===== src/rtl/rr_mux4.sv =====
// rr_mux4 - 4-to-1 round-robin merging multiplexer with a registered output.
//
// Four producer channels are merged onto one output stream. Each output word
// carries its source channel id on out_sel, using the same encoding as the
// 1-to-4 demux select, so the demux can split the stream back into channels.
//
// Ports:
//   clk        system clock, rising edge
//   rst        synchronous active-high reset
//   in_data    packed channel words, channel k at [k*DATA_W +: DATA_W]
//   in_valid   per-channel valid
//   in_ready   per-channel ready, one-hot or zero, combinational
//   out_data   registered merged word
//   out_sel    registered source channel id of out_data
//   out_valid  registered, out_data/out_sel are meaningful
//   out_ready  downstream accepts the word this cycle
//
// Build option: define RR_MUX4_FIXED_PRIO_EN for fixed priority arbitration
// (channel 0 highest, channel 3 lowest) instead of round-robin.
//
// Output register states:
//   state | meaning
//   EMPTY | no word held, out_valid = 0
//   FULL  | word held on out_data/out_sel, out_valid = 1

module rr_mux4 #(
  parameter int DATA_W = 16
) (
  input  logic                clk,
  input  logic                rst,
  input  logic [4*DATA_W-1:0] in_data,
  input  logic [3:0]          in_valid,
  output logic [3:0]          in_ready,
  output logic [DATA_W-1:0]   out_data,
  output logic [1:0]          out_sel,
  output logic                out_valid,
  input  logic                out_ready
);

  typedef enum logic {EMPTY = 1'b0, FULL = 1'b1} state_t;

  state_t              state_q, state_d;
  logic [DATA_W-1:0]   out_data_q, out_data_d;
  logic [1:0]          out_sel_q, out_sel_d;
  logic [1:0]          ptr_eff;
  logic                load_en;
  logic                grant_found;
  logic [1:0]          grant_idx;

`ifdef RR_MUX4_FIXED_PRIO_EN
  // Fixed priority is a round-robin search that always starts at channel 0.
  assign ptr_eff = 2'd0;
`else
  logic [1:0]          ptr_q, ptr_d;
  assign ptr_eff = ptr_q;
`endif

  assign out_valid = (state_q == FULL);
  assign out_data  = out_data_q;
  assign out_sel   = out_sel_q;
  assign load_en   = !out_valid || out_ready;

  // Search ptr, ptr+1, ptr+2, ptr+3 (2-bit wrap). Iterating from the
  // farthest offset down lets the nearest valid channel win.
  always_comb begin
    logic [1:0] idx;
    grant_found = 1'b0;
    grant_idx   = 2'd0;
    for (int i = 3; i >= 0; i--) begin
      idx = ptr_eff + 2'(i);
      if (in_valid[idx]) begin
        grant_found = 1'b1;
        grant_idx   = idx;
      end
    end
  end

  // Ready is suppressed during reset so no producer sees a handshake that
  // the reset will discard.
  always_comb begin
    in_ready = 4'b0000;
    if (grant_found && load_en && !rst)
      in_ready = 4'b0001 << grant_idx;
  end

  always_comb begin
    state_d    = state_q;
    out_data_d = out_data_q;
    out_sel_d  = out_sel_q;
`ifndef RR_MUX4_FIXED_PRIO_EN
    ptr_d      = ptr_q;
`endif
    if (load_en) begin
      if (grant_found) begin
        state_d    = FULL;
        out_data_d = in_data[grant_idx*DATA_W +: DATA_W];
        out_sel_d  = grant_idx;
`ifndef RR_MUX4_FIXED_PRIO_EN
        ptr_d      = grant_idx + 2'd1;
`endif
      end else begin
        state_d = EMPTY;
      end
    end
  end

  always_ff @(posedge clk) begin
    if (rst) begin
      state_q    <= EMPTY;
      out_data_q <= '0;
      out_sel_q  <= 2'b00;
`ifndef RR_MUX4_FIXED_PRIO_EN
      ptr_q      <= 2'd0;
`endif
    end else begin
      state_q    <= state_d;
      out_data_q <= out_data_d;
      out_sel_q  <= out_sel_d;
`ifndef RR_MUX4_FIXED_PRIO_EN
      ptr_q      <= ptr_d;
`endif
    end
  end

endmodule


===== config.mk =====
export PLATFORM = sky130hd
export DESIGN_NAME = rr_mux4
export DESIGN_NICKNAME = d
export VERILOG_FILES = /design/src/rtl/rr_mux4.sv
export SDC_FILE = /design/constraint.sdc
export NUM_CORES = 1
export LEC_CHECK = 0
export ABC_CLOCK_PERIOD_IN_PS = 2550
export CAP_MARGIN = 15
export CORE_UTILIZATION = 34
export DETAILED_ROUTE_END_ITERATION = 8
export PLACE_DENSITY = 0.93
export SLEW_MARGIN = 5
export SYNTH_ARGS = -nofsm -noshare
export SYNTH_HDL_FRONTEND = slang
export SYNTH_SLANG_ARGS = --single-unit

===== constraint.sdc =====
create_clock -name clk -period 2.55 [get_ports clk]
set_input_delay 0.51 -clock clk [delete_from_list [all_inputs] [get_ports clk]]
set_output_delay 0.51 -clock clk [all_outputs]
set_load 0.02 [all_outputs]

==> results of run 1 <==
==> stage by stage <==
stage	power [W]	hold WS (ns)
floorplan	0.000731	0.499
global placement	0.000974	0.443
detailed placement	0.000986	0.454
CTS	0.00120	0.474
global route	0.00127	0.502
finish	0.00120	0.470
==> synth_stat cells, types with 2 or more instances <==
| master | count | area share |
|---|---|---|
| mux2i_1 | 34 | 0.27 |
| dfxtp_1 | 21 | 0.33 |
| nand2_1 | 17 | 0.051 |
| o221ai_1 | 12 | 0.084 |
| nor2_1 | 11 | 0.033 |
| o221ai_2 | 5 | 0.060 |
| buf_2 | 3 | 0.012 |
| nor2b_1 | 3 | 0.015 |
| a211oi_1 | 2 | 0.012 |
| a21oi_1 | 2 | 0.0080 |
| buf_6 | 2 | 0.018 |
| inv_2 | 2 | 0.0060 |
==> critical path, delay by kind of cell <==
family,cells,cell delay [ns]
AOI/OAI and AO/OA,1,0.07
buffers and inverters,4,0.72
and+or+nand+nor,3,0.61
==> timing repair <==
action / CTS / global route
setup buffers: 0 / 1
resized for setup: 24 / 4
pin swaps: 0 / 3
hold buffers: 0 / 0
endpoints found under the setup margin: 4 / 4
==> routing by layer <==
| layer | wire (um) | share of wire | up-vias |
|---|---|---|---|
| li1 | - | - | 688 |
| met1 | 1440 | 0.40 | 634 |
| met2 | 1800 | 0.49 | 69 |
| met3 | 323 | 0.089 | 8 |
| met4 | 81 | 0.022 | 0 |
| met5 | 0 | 0 | - |
==> registers in the layout, indices dropped and copies added (netlist names) <==
name / flops
out_data: 16
out_sel: 2
out_valid: 1
ptr_eff: 2
==> final cells by class <==
cell class	count	area, um2
fillers	288	1090
repair buffers	111	1060
multi-input cells	95	761
flip-flops and latches	21	420
well taps	46	57.6
clock buffers	4	45.0
inverters	3	11.3
==> how the worst max path moves through the flow <==
stage / endpoint / cells past startpoint
3_5_place_dp: in_ready[1] / 7
6_report: in_ready[3] / 8
2_1_floorplan: in_ready[0] / 7
3_3_place_gp: in_ready[0] / 7
4_1_cts: in_ready[3] / 7
5_1_grt: in_ready[3] / 8
==> kinds of logic after synthesis <==
| kind of cell | count (synthesis) | synth area share |
|---|---|---|
| buf+inv | 11 | 0.0728 |
| compound gates | 24 | 0.183 |
| xor+xnor | 1 | 0.00698 |
| simple gates | 36 | 0.131 |
| mux | 34 | 0.271 |
| flops | 21 | 0.335 |
==> power breakdown <==
part           leakage, nW  total (W)  switching (W)  internal (W)
Combinational        0.771   0.000570       0.000249      0.000321
Sequential           0.174   0.000411      0.0000314      0.000379
Clock               0.0228   0.000216       0.000104      0.000111
Total                0.967    0.00120       0.000385      0.000811
==> results.md, run 1 <==
- Status: finished clean
- RR Startpoint: ptr_eff[0]
- WHS Endpoint: out_data[13]
- Antenna viol nets, final: 0
- Commonest non-fill, non-tap cells in the layout: clkdlybuf4s50_1 (85), mux2i_1 (34), dfxtp_1 (21), buf_4 (21), nand2_1 (17)
- Number of cells after detailed placement: between 200 and 300
- P_leak: 0.967 nW
- Clk buf depth: 2
- CP dominant cell by count: buf_4
- Layout cell share with drive strength beyond 1: 0.162
- EDFF count, synth: 0
- H-tree depth: 1
- Synth Register Bits: 21
- CTS tree: yes
- GR Layer Usage met3: 0.0620
- Port bufs: 93
- Tightest Pin Transition: between 0.3 and 0.4 ns
- Min-delay src: out_data[13]
- Cells after Synth: 127
- Layout Utilization: 0.683
- Met2 Resource Use GR: 0.356
- First-pass GRT wire length: 6250 um
- Part of the Yosys area used for sequential elements: 0.335
- Worst Setup SP: in_valid[0]
- Num rows: 21
- CP Data Required Time: 2.04 ns
- CP max-delay cell: nor4_1
- Initial antenna violation count: 0
- Post-Route Skew: 0.00155 ns
- Core area: 3440 um2
- Routability cong.: 0.757
- Total Routed Length: 3650 um
- Root buf cell: clkbuf_8
- Critical Path End Type: primary output
- ANT cells: 0
- Die ar.: 3940 um2
- Critical path startpoint category: primary input
- Post-synth ARST share: 0
- Crit share post-route: 0.949
- Unique masters post-synth: 25
- Fmax: 0.413 GHz
- Final Max Tran Viols: 0
- # IOs: 94
- Worst min path class: reg2reg
- Die width: 62.8 um
- Hold path depth: 2
- Layout area overhead: 87.3%
- Grt met1 use: 0.213
- Die span in y: 62.8 um
- All-Layer GR Usage: 0.198
- Initial core utilization: 0.365
- Commonest non-fill, non-tap cell in the layout: clkdlybuf4s50_1
- Maximum fanout along the worst path: 4
- Final Setup Violations: 0
- Pre-CTS setup slack: -0.599 ns
- Max cap viols: 0
- Total number of vias: 1,399
- Synthesized net count: 198
- CP peak stage delay: 0.38 ns
- DP Wirelength: 2930 um
- Post-DP Area: 2290 um2
- Top FF cell, synth: dfxtp_1
- Final worst slack: 0.129 ns
- TNS Setup: 0 ns
- Post-route cell area: 2350 um2
- Vias per Instance: around 5
- Fin cells: 280
- Setup CP Type: in2out
- Worst reg-to-reg setup slack: 0.56 ns
- Cell Chain, Critical Path: dlygate4sd2_1 > buf_4 > nor4_1 > a21oi_2 > buf_4 > nand3b_1 > nor2_1 > buf_4
- WP data arrival: 1.91 ns
- RSZ-0062 raised after global routing: no
- DRT iter0 DRCs: 40
- CTS Buf Count: 3
- Peak-usage layer in the global routing report: met2
- Routed wire per std cell: 13.0 um
- TritonRoute pass-1 iters: 4
- Nets: between 300 and 400
- Critical R2R Capture: out_data[1]
- Avg Cell Area, Syn: 9.88 um2
- Final hold viol count: 0
- Vias in the first global route: between 1,000 and 1,500
- DRC viols: 0
- Reg2reg path depth: 6
- Cell Area, Synth: 1250 um2
- Pwr dens: 509 nW/um2
- Largest net degree at the start of global routing: 26
- Worst VDD drop: 0.293 mV
- Synth Warn #: 0
- Max-slew headroom: 0.737
- Num Clock Sinks: 21
- Clk_lat worst skew: between 0.2 and 0.3 ns
- Fin crit period: 2.42 ns
- Clk slew on worst S/H paths: 0.07 ns
- Total grt overflow: 0
(Power assumes the default switching activity.)
==> run 2: changes to the inputs <==
--- a/config.mk
+++ b/config.mk
@@ -10,6 +10,7 @@
 export CORE_UTILIZATION = 34
 export DETAILED_ROUTE_END_ITERATION = 8
 export PLACE_DENSITY = 0.93
+export REMOVE_ABC_BUFFERS = 1
 export SLEW_MARGIN = 5
 export SYNTH_ARGS = -nofsm -noshare
 export SYNTH_HDL_FRONTEND = slang
==> run 2 against run 1 <==
Register-to-register slack worse by 0.06 ns. Largest cell class unchanged. Final cell count down 1.4%. Highest routed layer unchanged. Non-clock buffer count down 4. Power down 0.64%. Sequential share of layout area up 0.25 points. Global-route usage down 0.73 points. Maximum frequency down 1.8%.
==> results.md, run 2 (synthesis results as in run 1) <==
- Largest net degree at the start of global routing: 21
- Num Clock Sinks: 21
- CP Buf/Inv Count: 3
- Setup CP Type: in2out
- Routability cong.: ~0.74
- Total power: 0.00119 W
- Vias in the first global route: 1,372
- Max reg flops: 16
- Fin cells: ~280
- Clk slew on worst S/H paths: 0.08 ns
- Die width: 62.8 um
- Cell Chain, Critical Path: clkdlybuf4s50_1 > inv_2 > a21oi_1 > o22a_1 > or3b_4 > nor2_1 > buf_4
- Commonest non-fill, non-tap cell in the layout: clkdlybuf4s50_1
- Post-Route Skew: roughly 0.0027 ns
- Port bufs: 93
- Status: finished clean
- Pre-CTS setup slack: -0.612 ns
- Tightest Pin Transition: 0.396 ns
- Initial core utilization: 0.365
- Maximum fanout along the worst path: 4
- CP max-delay cell: clkdlybuf4s50_1
- All-Layer GR Usage: 0.191
- Nets: 302
- Max-slew headroom: 0.733
- Initial antenna violation count: 0
- Worst Setup SP: in_valid[2]
- # IOs: 94
- RSZ-0062 raised after global routing: no
- Antenna viol nets, final: 0
- Fillers: 281
- Routed wire per std cell: 13.6 um
- Final hold viol count: 0
- RR Startpoint: ptr_eff[0]
- Worst VDD drop: 0.332 mV
- Crit share post-route: 0.967
- ANT cells: 0
- Layout area overhead: 84.7%
- Vias per Instance: ~4.9
- CP Data Required Time: approximately 2.0 ns
- Critical path startpoint category: primary input
- Clk_lat worst skew: 0.25 ns
- Fmax: 0.405 GHz
- Final worst slack: 0.0838 ns
- P_leak: approximately 0.94 nW
- Clk buf depth: 2
- Root buf cell: clkbuf_8
- H-tree depth: 1
- Reg area: 420 um2
- First-pass GRT wire length: 6000 um
- Num rows: 21
- CTS tree: yes
- CP peak stage delay: 0.45 ns
- Total number of vias: 1,355
- Number of cells after detailed placement: 271
- Total grt overflow: 0
- CP delay by family, top: buffers and inverters
- Final Max Tran Viols: 0
- Core area: ~3400 um2
- DRT iter0 DRCs: 40
- Commonest non-fill, non-tap cells in the layout: clkdlybuf4s50_1 (86), mux2i_1 (34), dfxtp_1 (21)
- TritonRoute pass-1 iters: 4
- DRC viols: 0
- Total Routed Length: 3750 um
- Fin crit period: 2.47 ns
- Multi-input logic area: 758 um2
- Hold WS: 0.464 ns
- DP Wirelength: between 3000 and 4000 um
- Die span in y: 62.8 um
- CTS Buf Count: 3
- WP data arrival: slightly below 2 ns
- Layout cell share with drive strength beyond 1: 0.148
- Pwr dens: 513 nW/um2
- Worst min path class: reg2reg
- Max cap viols: 0
- Die ar.: 3940 um2
- Min-delay src: out_data[7]
- Critical Path End Type: primary output
- Final Setup Violations: 0
## run 2: area by class of cell
cell class | count | area share
clock buffers | 4 | 0.0194
inverters | 3 | 0.00486
well taps | 46 | 0.0248
repair buffers | 107 | 0.443
multi-input cells | 95 | 0.327
flip-flops and latches | 21 | 0.181
## run 2: path summary, 6_finish.rpt
check	to	slack, ns	cells past startpoint
worst max register to register	out_data[3]	0.50	7
worst min register to register	out_data[7]	0.46	2
worst min-delay path	out_data[7]	0.46	2
worst max-delay path	in_ready[1]	0.08	7
## run 2: layer usage
metal	vias to the layer above	global-route usage	wire length [um]
met5	-	0	0
met4	0	0.0291	38
met3	4	0.0493	220
met2	45	0.370	2030
met1	626	0.208	1470
li1	680	-	-
## run 2: through the flow
step	area (um2)	setup TNS, ns	utilization
after global placement	2260	-3.17	0.657
after CTS	2300	0	0.667
final	2320	0	0.674
after global routing	2320	0	0.674
after detailed placement	2260	-3.71	0.657
after floorplan	1170	-0.208	-
## run 2: repair_timing
action / CTS / global route
setup endpoints to repair: 4 / 3
pin swaps: 0 / 1
gates cloned: 0 / 0
resized for setup: 22 / 6
hold buffers: 0 / 0
buffers inserted: 0 / 1
## run 2: tightest hold or removal path: cells and delay by family, from the launching register on
kind,cells,cell delay [ns]
compound gates,1,0.05
flops,1,0.33
simple gates,1,0.05
## run 2: where the power goes
group	total, W	switching [W]	internal, W
sequential	0.000410	0.0000308	0.000379
clock	0.000217	0.000106	0.000111
combinational	0.000561	0.000245	0.000316
